**config.mk**
```make
export PLATFORM = sky130hd
export DESIGN_NAME = mem_stall_ctrl
export DESIGN_NICKNAME = d
export VERILOG_FILES = /design/src/rtl/mem_stall_ctrl.sv
export SDC_FILE = /design/constraint.sdc
export NUM_CORES = 1
export LEC_CHECK = 0
export ABC_AREA = 1
export BUFFER_PORTS_ARGS = -buffer_cell sky130_fd_sc_hd__buf_2
export CAP_MARGIN = 20
export CORE_AREA = 2 2 100 102
export CTS_BUF_LIST = sky130_fd_sc_hd__clkbuf_8 sky130_fd_sc_hd__clkbuf_16
export DETAILED_ROUTE_END_ITERATION = 8
export DIE_AREA = 0 0 102 104
export MAX_ROUTING_LAYER = met4
export PLACE_DENSITY = 0.79
export SETUP_SLACK_MARGIN = 0.4
export SYNTH_ARGS = -nofsm -noshare
export SYNTH_HDL_FRONTEND = slang
export SYNTH_SLANG_ARGS = --single-unit
```
**constraint.sdc**
```tcl
create_clock -name clk -period 1.8 [get_ports clk]
set_clock_uncertainty 0.2 [all_clocks]
set_input_delay 0.18 -clock clk [delete_from_list [all_inputs] [get_ports clk]]
set_output_delay 0.18 -clock clk [all_outputs]
set_load 0.01 [all_outputs]
```
**src/rtl/mem_stall_ctrl.sv**
```systemverilog
`default_nettype none
// ============================================================================
// Module      : mem_stall_ctrl
// Description : MEM-stage data-memory access controller. It holds the
//               pipeline while a variable-latency data memory completes a load
//               or store, bounds each wait with a timeout, and presents the
//               load result to the MEM/WB register for exactly one cycle.
// Revision    : 1.0  initial release
// ============================================================================
module mem_stall_ctrl #(
    parameter int TIMEOUT = 255
) (
    input  logic        clk,
    input  logic        rst,
    input  logic        MemRead_i,
    input  logic        MemWrite_i,
    input  logic [31:0] addr_i,
    input  logic [31:0] wdata_i,
    input  logic        mem_ready_i,
    input  logic [31:0] mem_rdata_i,
    output logic        mem_req_o,
    output logic        mem_we_o,
    output logic [31:0] mem_addr_o,
    output logic [31:0] mem_wdata_o,
    output logic [31:0] dmem_rdata_o,
    output logic        stall_o,
    output logic        bubble_o,
    output logic        timeout_o
);

    localparam logic [1:0]  c_IDLE     = 2'd0;
    localparam logic [1:0]  c_BUSY     = 2'd1;
    localparam logic [1:0]  c_DONE     = 2'd2;
    // Last wait-counter value before the access is abandoned.
    localparam logic [7:0]  c_TO_LAST  = 8'(TIMEOUT - 1);
    localparam logic [31:0] c_BAD_DATA = 32'hDEADBEEF;

    logic [1:0]  r_state;
    logic [7:0]  r_cnt;
    logic        r_req;
    logic        r_we;
    logic [31:0] r_addr;
    logic [31:0] r_wdata;
    logic [31:0] r_rdata;
    logic        r_timeout;

    logic        w_access;
    logic        w_stall;

    assign w_access = MemRead_i | MemWrite_i;

    // Stall covers the detect cycle in IDLE and every cycle spent waiting.
    always_comb begin
        w_stall = ((r_state == c_IDLE) & w_access) | (r_state == c_BUSY);
    end

    // Access sequencing: latch the request, wait for ready or timeout, then
    // spend one DONE cycle so MEM/WB captures the finished instruction.
    always_ff @(posedge clk) begin
        if (rst) begin
            r_state   <= c_IDLE;
            r_cnt     <= 8'd0;
            r_req     <= 1'b0;
            r_we      <= 1'b0;
            r_addr    <= 32'd0;
            r_wdata   <= 32'd0;
            r_rdata   <= 32'd0;
            r_timeout <= 1'b0;
        end else begin
            case (r_state)
                c_IDLE: begin
                    if (w_access) begin
                        r_state <= c_BUSY;
                        r_req   <= 1'b1;
                        r_addr  <= addr_i;
                        r_wdata <= wdata_i;
                        // A simultaneous read and write is handled as a store.
                        r_we    <= MemWrite_i;
                        r_cnt   <= 8'd0;
                    end
                end
                c_BUSY: begin
                    if (mem_ready_i) begin
                        // Ready wins over a coinciding timeout.
                        r_state <= c_DONE;
                        r_req   <= 1'b0;
                        if (!r_we) begin
                            r_rdata <= mem_rdata_i;
                        end
                    end else if (r_cnt == c_TO_LAST) begin
                        r_state   <= c_DONE;
                        r_req     <= 1'b0;
                        r_timeout <= 1'b1;
                        if (!r_we) begin
                            r_rdata <= c_BAD_DATA;
                        end
                    end else begin
                        r_cnt <= r_cnt + 8'd1;
                    end
                end
                c_DONE: begin
                    // The memory controls still belong to the completed
                    // instruction here, so they are not looked at.
                    r_state <= c_IDLE;
                end
                default: begin
                    r_state <= c_IDLE;
                    r_req   <= 1'b0;
                end
            endcase
        end
    end

    assign mem_req_o    = r_req;
    assign mem_we_o     = r_we;
    assign mem_addr_o   = r_addr;
    assign mem_wdata_o  = r_wdata;
    assign dmem_rdata_o = r_rdata;
    assign timeout_o    = r_timeout;
    assign stall_o      = w_stall;
    assign bubble_o     = w_stall;

endmodule
`default_nettype wire

```
==> metrics.md, run 1 <==
| Metric | Value |
|---|---|
| Status | `complete, but fails checks` |
| Failing checks | `negative setup slack` |
| Clock sinks | `109` |
| Crit-path cells | `nor2_4 > o21ai_4 > buf_6 > buf_12 > buf_6 > o21ai_2 > nand2_2 > a21oi_2 > nor2_1` |
| Worst skew pair latency | `0.39 ns` |
| CP endpoint kind | `register` |
| Syn Nets | `718` |
| RePlAce Congestion | `0.835` |
| Buffer depth of the longest clock path | `2` |
| Hold Crit Class | `in2reg` |
| WP data required | `1.87 ns` |
| Gr usage total | `0.333` |
| Antenna fix cells | `0` |
| Arr. time, crit path | `1.90 ns` |
| Largest net degree at the start of global routing | `46` |
| I/O pin count | `202` |
| Via/cell ratio | `5.73` |
| Root Buffer | `clkbuf_8` |
| Layout cells sized above 1 | `0.441` |
| Sequential share of the synthesized area | `0.495` |
| Static Leak | `3.91 nW` |
| Post-synth cell types | `27` |
| Overall die height | `104 um` |
| CTS tree | `yes` |
| WS Path Type | `reg2reg` |
| Drt first-iter violations | `612` |
| Chip width | `102 um` |
| Rows | `36` |
| Synthesis Warnings | `0` |
| Max IR drop VDD | `0.720 mV` |
| First-pass iteration count of the detailed router | `5` |
| Post-route setup TNS | `-0.0517 ns` |
| Die area | `10600 um^2` |
| Core area | `9550 um^2` |
| Synthesized cell area | `4410 um^2` |
| Setup ws final | `-0.0314 ns` |
| Count of pins over their slew limit | `0` |
| Post-layout total power | `7.22 mW` |
| Max-cap viol count | `0` |
| Post-place setup slack | `0.0782 ns` |
| Max Freq | `546 MHz` |
| Crit path max fanout | `8` |
| Initial core utilization | `0.462` |
| # H-tree levels | `3` |
| Wire per inst | `21.2 um` |
| Wirelength, routed | `22900 um` |
| Final-report hold violation count | `0` |
| Post-Synthesis Cells | `615` |
| CP max stage delay | `0.36 ns` |
| Register bit count reported by yosys | `109` |
| DP HPWL | `8580 um` |
| CP Launch Type | `register` |
| Slowest stage cell, crit path | `dfxtp_2` |
| Layout area overhead | `86.5%` |
| Post-layout util | `0.861` |
| Via count | `6185` |
| Setup Viol. Count Final | `4` |
| DRC violations left | `0` |
| Number of routed nets with antenna violations | `0` |
| GR Overflow Total | `0` |
| Fin nets | `1045` |
| Synth Area per Inst | `7.17 um^2` |
| Initial antenna violation count | `0` |
| Global-route wire length before repair | `27100 um` |
| Reg clk slew, reported paths | `0.11 ns` |
| Crit-path most repeated cell | `buf_6` |
| RSZ-0062 raised after global routing | `yes` |
| Worst slew pin tran | `0.517 ns` |
| Buffers on Ports | `201` |
| Min Tclk post-route | `1.83 ns` |
| PwrDens | `878 nW/um^2` |
| Tcrit/Tclk final | `1.02` |
| Vias in the first global route | `5557` |
| Worst slew margin | `0.654` |
| CTS buffer count | `9` |
## layout by cell type (no fill, tap or decap), types with 9 or more instances in the layout
master / count
inv_1: 73
clkbuf_8: 10
dfxtp_1: 103
buf_12: 13
dlygate4sd3_1: 99
nor2_1: 80
o21ai_2: 19
nand2_2: 9
nand2_1: 71
buf_4: 18
o21ai_0: 35
buf_2: 199
buf_6: 9
a21oi_2: 11
nand4_1: 31
nor2_2: 38
nor2_4: 36
a21oi_1: 20
## synthesized netlist by cell type (all sizes together)
master,n,area [um^2]
nor2,154,588
dfxtp,109,2180
nand2,88,348
inv,81,304
o21ai,68,352
a21oi,32,160
nand4,31,194
clkbuf,23,87.6
buf,18,109
nand3,4,25.0
ha,2,25.0
nor3b,2,15.0
nor3,1,5.00
o211ai,1,7.51
o21bai,1,7.51
## cells by family after synthesis
logic type	after synthesis	share of synthesized area
AOI/OAI and AO/OA	102	0.119
adders and majority gates	2	0.00567
buffers and inverters	122	0.114
DFF	109	0.495
and+or+nand+nor	280	0.266
## final timing paths
path / from / to / slack (ns) / cells after the start
worst max-delay path: r_state[1] / r_cnt[0] / -0.03 / 9
worst min-delay path: rst / dmem_rdata_o[7] / 0.08 / 4
worst max register to register: r_state[1] / r_cnt[0] / -0.03 / 9
worst min register to register: dmem_rdata_o[15] / dmem_rdata_o[15] / 0.25 / 2
## through the flow
step,hold WS [ns],instance area [um^2],std cells
after floorplan,0.127,4460,615
after global placement,0.222,5540,921
after detailed placement,0.233,5540,921
after CTS,0.0541,7430,1063
after global routing,0.0930,8220,1080
final,0.0752,8220,1080
## power by group
part           switching [mW]  internal, mW  total, mW
clock network           0.945         0.696       1.64
logic                    1.39          1.25       2.65
registers               0.245          2.69       2.93
total                    2.58          4.63       7.22
## per-layer routing
metal  up-vias  track usage  wire [um]
li1       2578            -          -
met1      2836        0.372       7860
met2       593        0.567      10800
met3       178       0.0780       2430
met4         0        0.131       1830
met5         -            -          0
## registers in the layout, summed over array words and instances, names as in the netlist
signal and flops:
dmem_rdata_o 32, mem_addr_o 32, mem_wdata_o 32, r_cnt 8, r_state 2, mem_req_o 1
mem_we_o 1, timeout_o 1
## worst max-delay path: cells and delay by family (launching register included)
family	cells	cell delay (ns)
buffers and inverters	3	0.40
DFF	1	0.36
AOI/OAI and AO/OA	3	0.37
and+or+nand+nor	3	0.39
## layout make-up
class / count / area (um^2)
clock buffers: 10 / 138
clock inverters: 6 / 71.3
fillers: 404 / 1330
inverters: 81 / 317
multi-input cells: 385 / 2380
flip-flops and latches: 109 / 2190
well taps: 133 / 166
repair buffers: 356 / 2950
## what timing repair did
action                                  in CTS  in global routing
hold buffers                                99                  0
endpoints found under the setup margin     101                110
endpoints found under the hold margin      104                  0
gates cloned                                 9                  9
gates resized for setup                     92                157
buffers inserted                            18                  8
pin swaps                                    7                 61
Power figures use the tool's default switching activity.
==> inputs of run 2 (changes only) <==
--- a/config.mk
+++ b/config.mk
@@ -8,12 +8,12 @@
 export ABC_AREA = 1
 export BUFFER_PORTS_ARGS = -buffer_cell sky130_fd_sc_hd__buf_2
 export CAP_MARGIN = 20
-export CORE_AREA = 2 2 100 102
+export CORE_AREA = 2 2 106 108
 export CTS_BUF_LIST = sky130_fd_sc_hd__clkbuf_8 sky130_fd_sc_hd__clkbuf_16
 export DETAILED_ROUTE_END_ITERATION = 8
-export DIE_AREA = 0 0 102 104
+export DIE_AREA = 0 0 108 110
 export MAX_ROUTING_LAYER = met4
-export PLACE_DENSITY = 0.79
+export PLACE_DENSITY = 0.74
 export SETUP_SLACK_MARGIN = 0.4
 export SYNTH_ARGS = -nofsm -noshare
 export SYNTH_HDL_FRONTEND = slang
==> constraint.sdc (replaced) <==
create_clock -name clk -period 1.5 [get_ports clk]
set_clock_uncertainty 0.2 [all_clocks]
set_input_delay 0.15 -clock clk [delete_from_list [all_inputs] [get_ports clk]]
set_output_delay 0.15 -clock clk [all_outputs]
set_load 0.01 [all_outputs]
==> metrics.md, run 2 (synthesized netlist as in run 1, its figures left out) <==
| Metric | Value |
|---|---|
| WP data required | `1.57 ns (-0.30 ns)` |
| Layout area overhead | `104%` |
| Via/cell ratio | `5.60 (-2.2%)` |
| Clock power share | `0.226 (about the same)` |
| Max-cap viol count | `0 (unchanged)` |
| Max Freq | `555 MHz (+1.7%)` |
| Count of pins over their slew limit | `0 (unchanged)` |
| Arr. time, crit path | `1.87 ns (-0.03 ns)` |
| Tcrit/Tclk final | `1.20 (+0.183)` |
| Min Tclk post-route | `1.80 ns (-0.0301 ns)` |
| Hold Crit Class | `in2reg` |
| Setup Viol. Count Final | `96 (+92)` |
| Fin nets | `1076 (+3.0%)` |
| Failing checks | `negative setup slack` |
| Commonest cells after routing, fill and taps aside | `118 x nor2_1, 114 x buf_6, 101 x buf_2, 99 x dfxtp_2, 99 x dlygate4sd3_1` |
| Post-CTS Hold Buffers | `99 (unchanged)` |
| Post-layout util | `0.842 (-0.0192)` |
| Global-route wire length before repair | `25400 um (-6.2%)` |
| Rows | `38 (+5.6%)` |
| Overall die height | `110 um (+5.8%)` |
| Largest net degree at the start of global routing | `63 (+37%)` |
| Dpl cell area | `5710 um^2 (+3.1%)` |
| Via count | `6272 (+1.4%)` |
| Status | `complete, but fails checks` |
| Post-layout total power | `9.03 mW (+25%)` |
| Gr usage total | `0.282 (-0.0511)` |
| Initial core utilization | `0.412 (-0.0496)` |
| CP endpoint kind | `register` |
| Wire per inst | `21.4 um (+0.75%)` |
| Crit path max fanout | `4 (-4)` |
| First-pass iteration count of the detailed router | `8 (+3)` |
| Max IR drop VDD | `0.980 mV (+36%)` |
| Worst skew pair latency | `0.38 ns (about the same)` |
| Final-report hold violation count | `0 (unchanged)` |
| Worst slew margin | `0.640 (-0.0139)` |
| DRC violations left | `0 (unchanged)` |
| PwrDens | `1000 nW/um^2 (+14%)` |
| Worst slew pin tran | `0.538 ns (+0.0208 ns)` |
| Root Buffer | `clkbuf_8` |
| Layout cells sized above 1 | `0.554 (+0.113)` |
| Net Sw Frac | `0.344 (-0.0138)` |
| GR Overflow Total | `0 (unchanged)` |
| Share of total power in sequential cells | `0.398 (-0.008)` |
| DP HPWL | `8490 um (-1.1%)` |
| Wirelength, routed | `24000 um (+4.5%)` |
| Static Leak | `4.19 nW (+7.3%)` |
| CTS tree | `yes` |
| Setup ws final | `-0.301 ns (-0.270 ns)` |
| I/O pin count | `202 (unchanged)` |
| # H-tree levels | `3 (unchanged)` |
| Buffers on Ports | `201 (unchanged)` |
| Number of routed nets with antenna violations | `0 (unchanged)` |
| Commonest non-fill, non-tap cell in the layout | `nor2_1` |
| Core area | `10700 um^2 (+12%)` |
| Reg clk slew, reported paths | `0.12 ns (about the same)` |
| RePlAce Congestion | `0.860 (+3.0%)` |
| Drt first-iter violations | `672 (+9.8%)` |
| Chip width | `108 um (+5.9%)` |
| Die area | `11900 um^2 (+12%)` |
| Combinational power share | `0.376 (+0.009)` |
| WS Path Type | `reg2reg` |
| RSZ-0062 raised after global routing | `yes` |
| Vias in the first global route | `5318 (-4.3%)` |
| Initial antenna violation count | `1 (+1)` |
| Post-Layout Inst Area | `9010 um^2 (+9.5%)` |
| CTS buffer count | `9 (unchanged)` |
| Int Pwr | `5.92 mW (+28%)` |
| Hold Slack | `0.0163 ns (-0.0588 ns)` |
| Buffer depth of the longest clock path | `2 (unchanged)` |
| P_sw | `3.11 mW (+20%)` |
| Clock sinks | `109 (unchanged)` |
| CP Launch Type | `register` |
[run 2: final cells by class]
class                   instances  area [um^2]
repair buffers                386         3620
multi-input cells             385         2340
flip-flops and latches        109         2320
fillers                       447         1690
inverters                      81          314
well taps                     140          175
clock buffers                  10          149
clock inverters                 6         77.6
repair inverters                1         11.3
diodes                          2         5.00
[run 2: power by group through the flow]
stage / clock, mW / combinational, mW / sequential [mW]
3_3_place_gp: 0 / 1.64 / 3.43
3_5_place_dp: 0 / 1.65 / 3.44
4_1_cts: 2.01 / 2.31 / 3.49
6_report: 2.04 / 3.39 / 3.59
2_1_floorplan: 0 / 0.831 / 3.60
5_1_grt: 2.16 / 3.54 / 3.61
[run 2: path summary, 6_finish.rpt]
kind / from / end / slack (ns) / depth (start not counted)
worst max-delay path: r_cnt[1] / r_cnt[5] / -0.30 / 8
worst min-delay path: mem_ready_i / r_state[0] / 0.02 / 4
worst max register to register: r_cnt[1] / r_cnt[5] / -0.30 / 8
worst min register to register: dmem_rdata_o[9] / dmem_rdata_o[9] / 0.26 / 2
[run 2: worst max-delay path: stages, from the launching register on]
cell and delay (ns):
dfxtp_2 0.39, buf_4 0.14, nand3_1 0.16, inv_1 0.17, nand2_1 0.15, o21ai_0 0.27, nand2_2 0.11, nand2_1 0.07
nor2_1 0.05
[run 2: per-layer routing]
layer,up-vias,GRT usage,part of all wire
li1,2641,-,-
met1,2919,0.278,0.32
met2,487,0.499,0.50
met3,225,0.0517,0.072
met4,0,0.207,0.10
met5,-,-,0
[run 2: metrics by stage]
stage | worst slack, ns | TNS (ns) | cells
2_1_floorplan | -0.0640 | -0.299 | 615
3_3_place_gp | -0.0535 | -0.476 | 943
3_5_place_dp | -0.115 | -2.25 | 943
4_1_cts | -0.0731 | -1.76 | 1071
5_1_grt | -0.320 | -13.43 | 1119
6_report | -0.301 | -9.78 | 1120
[run 2: what timing repair did]
| action | in CTS | in global routing |
|---|---|---|
| hold endpoints to repair | 104 | 1 |
| cloned | 1 | 12 |
| gates resized for setup | 236 | 210 |
| endpoints found under the setup margin | 209 | 210 |
| buffers inserted | 12 | 35 |
| pin swaps | 7 | 29 |
==> inputs of run 3 (changes only) <==
--- a/config.mk
+++ b/config.mk
@@ -15,6 +15,7 @@
 export MAX_ROUTING_LAYER = met4
 export PLACE_DENSITY = 0.74
 export SETUP_SLACK_MARGIN = 0.4
+export SKIP_CTS_REPAIR_TIMING = 1
 export SYNTH_ARGS = -nofsm -noshare
 export SYNTH_HDL_FRONTEND = slang
 export SYNTH_SLANG_ARGS = --single-unit
==> metrics.md, run 3 (synthesized netlist as in run 1, its figures left out) <==
| Metric | Value |
|---|---|
| Wirelength, routed | `21300 um (-11%)` |
| CP max stage delay | `0.41 ns (+0.02 ns)` |
| Reg clk slew, reported paths | `0.12 ns (about the same)` |
| Arr. time, crit path | `1.80 ns (-0.07 ns)` |
| Buffers on Ports | `201 (unchanged)` |
| Commonest non-fill, non-tap cell in the layout | `buf_6` |
| Crit-path cells | `nand2_2 > nor2_4 > nand2_2 > nand2_4 > nand3_4 > buf_6 > nand2_1 > inv_1 > nor2_1` |
| Failing checks | `negative hold slack, negative setup slack` |
| Hold Slack | `-0.0447 ns (-0.0610 ns)` |
| DRC violations left | `0 (unchanged)` |
| Root Buffer | `clkbuf_8` |
| Status | `complete, but fails checks` |
| Crit-path most repeated cell | `nand2_2` |
| Gr usage total | `0.198 (-0.0837)` |
| Largest net degree at the start of global routing | `63 (unchanged)` |
| Via/cell ratio | `5.27 (-5.8%)` |
| Overall die height | `110 um (unchanged)` |
| Slowest stage cell, crit path | `dfxtp_1` |
| Setup ws final | `-0.189 ns (+0.112 ns)` |
| CTS buffer count | `9 (unchanged)` |
| Die area | `11900 um^2 (unchanged)` |
| I/O pin count | `202 (unchanged)` |
| First-pass iteration count of the detailed router | `8 (unchanged)` |
| Static Leak | `4.06 nW (-3.2%)` |
| Layout cells sized above 1 | `0.519 (-0.0350)` |
| Global-route wire length before repair | `18100 um (-29%)` |
| Via count | `5823 (-7.2%)` |
| Initial core utilization | `0.412 (unchanged)` |
| WS Path Type | `reg2reg` |
| Worst skew pair latency | `0.39 ns (about the same)` |
| Buffer depth of the longest clock path | `2 (unchanged)` |
| Buf/Inv on CP | `2 (unchanged)` |
| Crit-path leading delay family | `simple AND/OR/NAND/NOR gates` |
| PwrDens | `1000 nW/um^2 (+0.14%)` |
| Layout area overhead | `98.4%` |
| Core area | `10700 um^2 (unchanged)` |
| RSZ-0062 raised after global routing | `yes` |
| Clock sinks | `109 (unchanged)` |
| Hold Crit Class | `in2reg` |
| Initial antenna violation count | `1 (unchanged)` |
| Post-place setup slack | `-0.115 ns (unchanged)` |
| RePlAce Congestion | `0.860 (unchanged)` |
| Tcrit/Tclk final | `1.13 (-0.0747)` |
| Wire per inst | `19.3 um (-9.9%)` |
| Worst slew margin | `0.760 (+0.120)` |
| CP endpoint kind | `register` |
| Rows | `38 (unchanged)` |
| Count of pins over their slew limit | `0 (unchanged)` |
| Chip width | `108 um (unchanged)` |
| Max Freq | `592 MHz (+6.6%)` |
| Max IR drop VDD | `0.804 mV (-18%)` |
| Min Tclk post-route | `1.69 ns (-0.112 ns)` |
| Crit path max fanout | `12 (+8)` |
| Vias in the first global route | `3807 (-28%)` |
| Fin nets | `1061 (-1.4%)` |
| Commonest cells after routing, fill and taps aside | `109 x buf_6, 108 x nor2_1, 101 x buf_2, 100 x dfxtp_2, 97 x dlygate4sd3_1` |
| CP Launch Type | `register` |
| Worst slew pin tran | `0.359 ns (-0.178 ns)` |
| Final-report hold violation count | `8 (+8)` |
| WP data required | `1.61 ns (+0.04 ns)` |
| Post-route setup TNS | `-6.68 ns (+3.10 ns)` |
| Drt first-iter violations | `565 (-16%)` |
| # H-tree levels | `3 (unchanged)` |
| DP HPWL | `8490 um (unchanged)` |
| Number of routed nets with antenna violations | `0 (unchanged)` |
| GR Overflow Total | `0 (unchanged)` |
| Max-cap viol count | `0 (unchanged)` |
| Setup Viol. Count Final | `76 (-21%)` |
| CTS tree | `yes` |
-- run 3: changes by cell type in the layout (fill, tap and decap cells not counted), moves of 4 or more --
cell and change:
inv_2 -4, inv_1 +5, o21ai_0 +21, nor2_2 -10, o21ai_4 -7, nor2_4 +20
o21ai_1 +8, nand2_4 -5, buf_6 -5, o21ai_2 -22, nor2_1 -10, buf_4 -6
-- run 3: final cells by class --
cell class                      count  area [um^2]
Multi-Input combinational cell    385         2260
Fill cell                         521         1950
Clock inverter                      6         77.6
Sequential cell                   109         2310
Tap cell                          140          175
Inverter                           81          309
Clock buffer                       10          149
Antenna cell                        1         2.50
Timing Repair Buffer              371         3450
Timing Repair inverter              1         5.00
-- run 3: power by group --
group	internal, mW	total (mW)	switching (mW)
clock	0.901	2.01	1.11
combinational	1.65	3.17	1.52
sequential	3.29	3.60	0.306
-- run 3: per-stage QoR --
step                      hold WS (ns)  std cells  total power, mW  area [um^2]  utilization
after floorplan                 0.0952        615             4.43         4500            -
after global placement           0.186        943             5.07         5710        0.534
after detailed placement         0.194        943             5.09         5710        0.534
after CTS                       -0.207        959             7.04         5940        0.555
after global routing           -0.0546       1104             9.10         8750        0.818
final                          -0.0447       1104             8.78         8750        0.818
-- run 3: worst reg2reg max path, stage by stage, from the launching register on --
cell and delay [ns]:
dfxtp_1 0.41, nand2_2 0.11, nor2_4 0.16, nand2_2 0.10, nand2_4 0.13, nand3_4 0.10, buf_6 0.17, nand2_1 0.06
inv_1 0.05, nor2_1 0.11
-- run 3: layer usage --
metal | GRT usage | vias to the layer above | part of all wire
li1 | - | 2616 | -
met1 | 0.231 | 2721 | 0.34
met2 | 0.333 | 343 | 0.52
met3 | 0.0464 | 143 | 0.058
met4 | 0.0760 | 0 | 0.077
met5 | - | - | 0
-- run 3: worst paths after layout --
path                     from                to  slack, ns  cells past startpoint
min                       rst        r_state[1]      -0.04                      3
max                  r_cnt[4]   dmem_rdata_o[8]      -0.19                      9
max reg2reg          r_cnt[4]   dmem_rdata_o[8]      -0.19                      9
min reg2reg  dmem_rdata_o[15]  dmem_rdata_o[15]       0.26                      2
